`config.mk`:
```
export PLATFORM = sky130hd
export DESIGN_NAME = mem_arbiter
export DESIGN_NICKNAME = d
export VERILOG_FILES = /design/src/rtl/mem_arbiter.sv
export SDC_FILE = /design/constraint.sdc
export NUM_CORES = 1
export LEC_CHECK = 0
export ABC_AREA = 1
export CORE_MARGIN = 5
export CORE_UTILIZATION = 35
export DETAILED_ROUTE_END_ITERATION = 10
export PLACE_DENSITY = 0.75
export SLEW_MARGIN = 20
export SYNTH_ARGS = -nofsm -noshare
export SYNTH_HDL_FRONTEND = slang
export SYNTH_SLANG_ARGS = --single-unit
```
`constraint.sdc`:
```
create_clock -name clk -period 5.03 [get_ports clk]
set_input_delay 1.006 -clock clk [delete_from_list [all_inputs] [get_ports clk]]
set_output_delay 1.006 -clock clk [all_outputs]
set_load 0.01 [all_outputs]
```
`src/rtl/mem_arbiter.sv`:
```
// Two-port memory arbiter: instruction fetch and data load/store share one
// memory port. One transaction in flight at a time; all outputs registered.
// Optional ARB_ROUND_ROBIN_EN: alternate grants on contention instead of
// always favouring data.
module mem_arbiter (
  input  logic        clk,
  input  logic        rst,
  // Instruction fetch port
  input  logic        i_req,
  input  logic [31:0] i_addr,
  output logic [31:0] i_rdata,
  output logic        i_ack,
  // Data port
  input  logic        d_req,
  input  logic        d_we,
  input  logic [3:0]  d_wstrb,
  input  logic [31:0] d_addr,
  input  logic [31:0] d_wdata,
  output logic [31:0] d_rdata,
  output logic        d_ack,
  // Memory port
  output logic        m_req,
  output logic        m_we,
  output logic [3:0]  m_wstrb,
  output logic [31:0] m_addr,
  output logic [31:0] m_wdata,
  input  logic [31:0] m_rdata,
  input  logic        m_ack
);

  typedef enum logic [1:0] {StIdle, StIAcc, StDAcc, StResp} state_e;

  state_e      state_q;
  logic        m_req_q;
  logic        m_we_q;
  logic [3:0]  m_wstrb_q;
  logic [31:0] m_addr_q;
  logic [31:0] m_wdata_q;
  logic [31:0] i_rdata_q;
  logic [31:0] d_rdata_q;
  logic        i_ack_q;
  logic        d_ack_q;
  logic        data_wins;

`ifdef ARB_ROUND_ROBIN_EN
  // 1 when the most recent grant went to the data side
  logic last_d_q;

  // Data wins contention only if instruction was granted last
  always_comb begin
    data_wins = d_req & (~i_req | ~last_d_q);
  end

  // Remember which side received the most recent grant
  always_ff @(posedge clk or posedge rst) begin
    if (rst) begin
      last_d_q <= 1'b0;
    end else if (state_q == StIdle && (i_req || d_req)) begin
      last_d_q <= data_wins;
    end
  end
`else
  // Fixed priority: data always wins contention
  always_comb begin
    data_wins = d_req;
  end
`endif

  // Arbitration FSM; every output is a register updated here
  always_ff @(posedge clk or posedge rst) begin
    if (rst) begin
      state_q   <= StIdle;
      m_req_q   <= 1'b0;
      m_we_q    <= 1'b0;
      m_wstrb_q <= 4'b0000;
      m_addr_q  <= 32'h0;
      m_wdata_q <= 32'h0;
      i_rdata_q <= 32'h0;
      d_rdata_q <= 32'h0;
      i_ack_q   <= 1'b0;
      d_ack_q   <= 1'b0;
    end else begin
      unique case (state_q)
        StIdle: begin
          if (data_wins) begin
            m_req_q   <= 1'b1;
            m_we_q    <= d_we;
            m_wstrb_q <= d_we ? d_wstrb : 4'b0000;
            m_addr_q  <= d_addr;
            m_wdata_q <= d_wdata;
            state_q   <= StDAcc;
          end else if (i_req) begin
            m_req_q   <= 1'b1;
            m_we_q    <= 1'b0;
            m_wstrb_q <= 4'b0000;
            m_addr_q  <= i_addr;
            m_wdata_q <= 32'h0;
            state_q   <= StIAcc;
          end
        end
        StIAcc: begin
          if (m_ack) begin
            m_req_q   <= 1'b0;
            i_rdata_q <= m_rdata;
            i_ack_q   <= 1'b1;
            state_q   <= StResp;
          end
        end
        StDAcc: begin
          if (m_ack) begin
            m_req_q <= 1'b0;
            // Stores leave the load data register untouched
            if (!m_we_q) begin
              d_rdata_q <= m_rdata;
            end
            d_ack_q <= 1'b1;
            state_q <= StResp;
          end
        end
        StResp: begin
          i_ack_q <= 1'b0;
          d_ack_q <= 1'b0;
          state_q <= StIdle;
        end
        default: state_q <= StIdle;
      endcase
    end
  end

  assign m_req   = m_req_q;
  assign m_we    = m_we_q;
  assign m_wstrb = m_wstrb_q;
  assign m_addr  = m_addr_q;
  assign m_wdata = m_wdata_q;
  assign i_rdata = i_rdata_q;
  assign d_rdata = d_rdata_q;
  assign i_ack   = i_ack_q;
  assign d_ack   = d_ack_q;

endmodule

```
==> out/qor.yml <==
place:
  gp_congestion: 0.8340
  port_buffers: 273
  dp_hpwl_um: 12110
  dpl.cell_count: 1141
  dp_slack_ns: 1.464
  placed_area_sq_um: 8563
floorplan:
  pin_count: 274
  die_height_um: 137.6
  dieArea_sq_um: 18940
  rows: 46
  start_util: 0.3575
  chipWidth_um: 137.6
  core_sq_um: 15940
timing:
  fin_ws_ns: 1.573
  finalMaxSlewViolations: 0
  relSlewSlack: 0.3129
  fin_worst_skew_ns: 0.005508
  fin_tns_setup_ns: 0
  tightest_slew_ns: 1.027
  hold_violations: 0
  finalCriticalPeriod_ns: 3.457
  min_period_over_period: 0.6874
  setup_violations: 0
  rsz0062_at_grt: "no"
  fmax_mhz: 289.2
finish:
  fin_nets: 1087
  seq_area_sq_um: 3453
  drive_gt1_frac: 0.04289
  antenna_cells: 0
  final_cell_count_no_fill: 1172
  area_growth_pct: 61.60
  stdcell_area_sq_um: 9210
  final_common_cell: "nand2_1"
  final_cell_mix: "nand2_1 (378), clkdlybuf4s50_1 (273), dfrtp_1 (138), o21ai_0 (69), inv_1 (43)"
  multi_input_area_sq_um: 1908
  fillers: 1473
cts:
  clock_latency_ns: 0.40
  cts_setup_buffers: 0
  cts_sinks: 138
  clk_pin_slew_ns: 0.06
  post_cts_resized: 0
  cts_buffer_depth: 2
  numCtsBuffers: 17
  cts_hold_buffers: 0
  cts_root_buf: "clkbuf_16"
  htreeDepth: 4
  cts_tree: "yes"
worst_setup_path:
  worstSetupStartpoint: "d_req"
  ff2ff_path_depth: 7
  path_buf_inv: 3
  r2r-start: "state_q[0]"
  cp.depth: 7
  end_kind: "flip-flop"
  cp_top_family: "buffers and inverters"
  start_kind: "input pin"
  path_class: "input pin to flip-flop"
  critPathMaxFanout: 68
  crit_chain: "clkdlybuf4s50_1 > buf_4 > nor2_4 > nor2_4 > clkinv_2 > nand2_1 > nand2_1"
  r2r-end: "m_wdata[1]"
  cpPeakStageDelay_ns: 0.94
  critical_path.endpoint: "m_wdata[1]"
  cpMaxStageDelayCell: "clkinv_2"
  cp.arrival_ns: 3.74
  rrSetupSlack_ns: 2.18
  cp.required_ns: 5.31
logic_synthesis:
  ys_ff_latch: 138
  ys_types: 13
  ys.warnings.count: 0
  synthCells: 682
  syn_avg_cell_area_sq_um: 8.357
  syn_area_sq_um: 5699
  seq_area_frac_synth: 0.6059
  synth_nets: 825
hold_path:
  min_from: "m_addr[24]"
  hp-class: "flip-flop to flip-flop"
grt:
  track_usage: 0.1726
  grt_max_degree: 69
  grt_antenna_before_repair: 0
  grt_pass1_vias: 5024
  gr-total-overflow: 0
  grt_pass1_wl_um: 25390
power:
  irDropWorstVdd_v: 0.0002539
  p_leak_nw: 4.571
  power_mw: 5.500
  p_per_area_nw_per_um2: 597.1
drt:
  ant_nets: 0
  num_vias: 5153
  drt-initial-drc-count: 189
  dr.pass1.iters: 4
  drcViolationCount: 0
  wl_per_cell_um: 14.09
  wirelength_um: 16510
  via_per_inst: 4.397
status:
  status: "finished clean"
job:
  drv_cap: 0
registers in the layout, summed over array words and instances (netlist names):
register and flops:
i_rdata 32, i_ack 1, m_wstrb 4, m_addr 32, m_wdata 32, d_rdata 32, d_ack 1, m_we 1
m_req 1, state_q 2
final cells by class:
cell class	count	share of cell area
Clock buffer	19	0.04809
Clock inverter	12	0.02146
Inverter	47	0.01983
Multi-Input combinational cell	464	0.2072
Sequential cell	138	0.3749
Tap cell	216	0.02934
Timing Repair Buffer	276	0.2991
how the worst min path moves through the flow:
| stage | end | slack [ns] | cells past startpoint |
|---|---|---|---|
| after floorplan | state_q[1] | 0.50 | 2 |
| after global placement | m_wdata[31] | 0.45 | 2 |
| after detailed placement | m_wdata[14] | 0.46 | 2 |
| after CTS | m_wdata[14] | 0.47 | 2 |
| after global routing | m_wdata[20] | 0.49 | 2 |
| final | m_addr[24] | 0.47 | 2 |
worst register-to-register path, cell delays in order (launching register included):
cell and delay, ns:
dfrtp_1 0.41, inv_1 0.12, ha_1 0.25, inv_2 0.07, nor2_4 0.58, clkinv_2 0.95
nand2_1 0.28, nand2_1 0.07
per-layer routing:
| layer | up-vias | share of wire | global-route usage |
|---|---|---|---|
| li1 | 2600 | - | - |
| met1 | 2344 | 0.40 | 0.2008 |
| met2 | 193 | 0.48 | 0.2920 |
| met3 | 16 | 0.11 | 0.06538 |
| met4 | 0 | 0.015 | 0.05876 |
| met5 | - | 0 | 0 |
cells by family (layout without fill, tap and decap cells):
| family | count (synthesis) | count (layout) | share of synthesized area |
|---|---|---|---|
| flip-flops | 138 | 138 | 0.6059 |
| AO/OA/AOI/OAI | 69 | 69 | 0.06059 |
| AND/OR/NAND/NOR | 390 | 390 | 0.2615 |
| buffers and inverters | 80 | 354 | 0.06103 |
| adder cells (fa/ha/maj) | 5 | 5 | 0.01098 |
power by group:
| group | switching (mW) | internal (mW) | total [mW] |
|---|---|---|---|
| Combinational | 1.10 | 1.18 | 2.27 |
| Clock | 0.456 | 0.889 | 1.35 |
| Sequential | 0.266 | 1.61 | 1.88 |
| Total | 1.82 | 3.68 | 5.50 |
synth_stat cells:
library cell,n,area [sq um]
buf_2,17,85.08
buf_4,1,7.510
buf_6,3,33.78
clkbuf_1,12,45.04
dfrtp_1,138,3453
ha_1,5,62.56
inv_1,44,165.2
inv_2,3,11.26
nand2_1,380,1426
nand3_1,7,35.03
nand4_1,1,6.260
nor2_4,2,22.52
o21ai_0,69,345.3
stage by stage:
stage / hold WS (ns) / utilization
finish: 0.4679 / 0.5777
global route: 0.4882 / 0.5777
CTS: 0.4713 / 0.5773
detailed placement: 0.4570 / 0.5371
global placement: 0.4522 / 0.5371
floorplan: 0.4977 / -
Power figures use the tool's default switching activity.
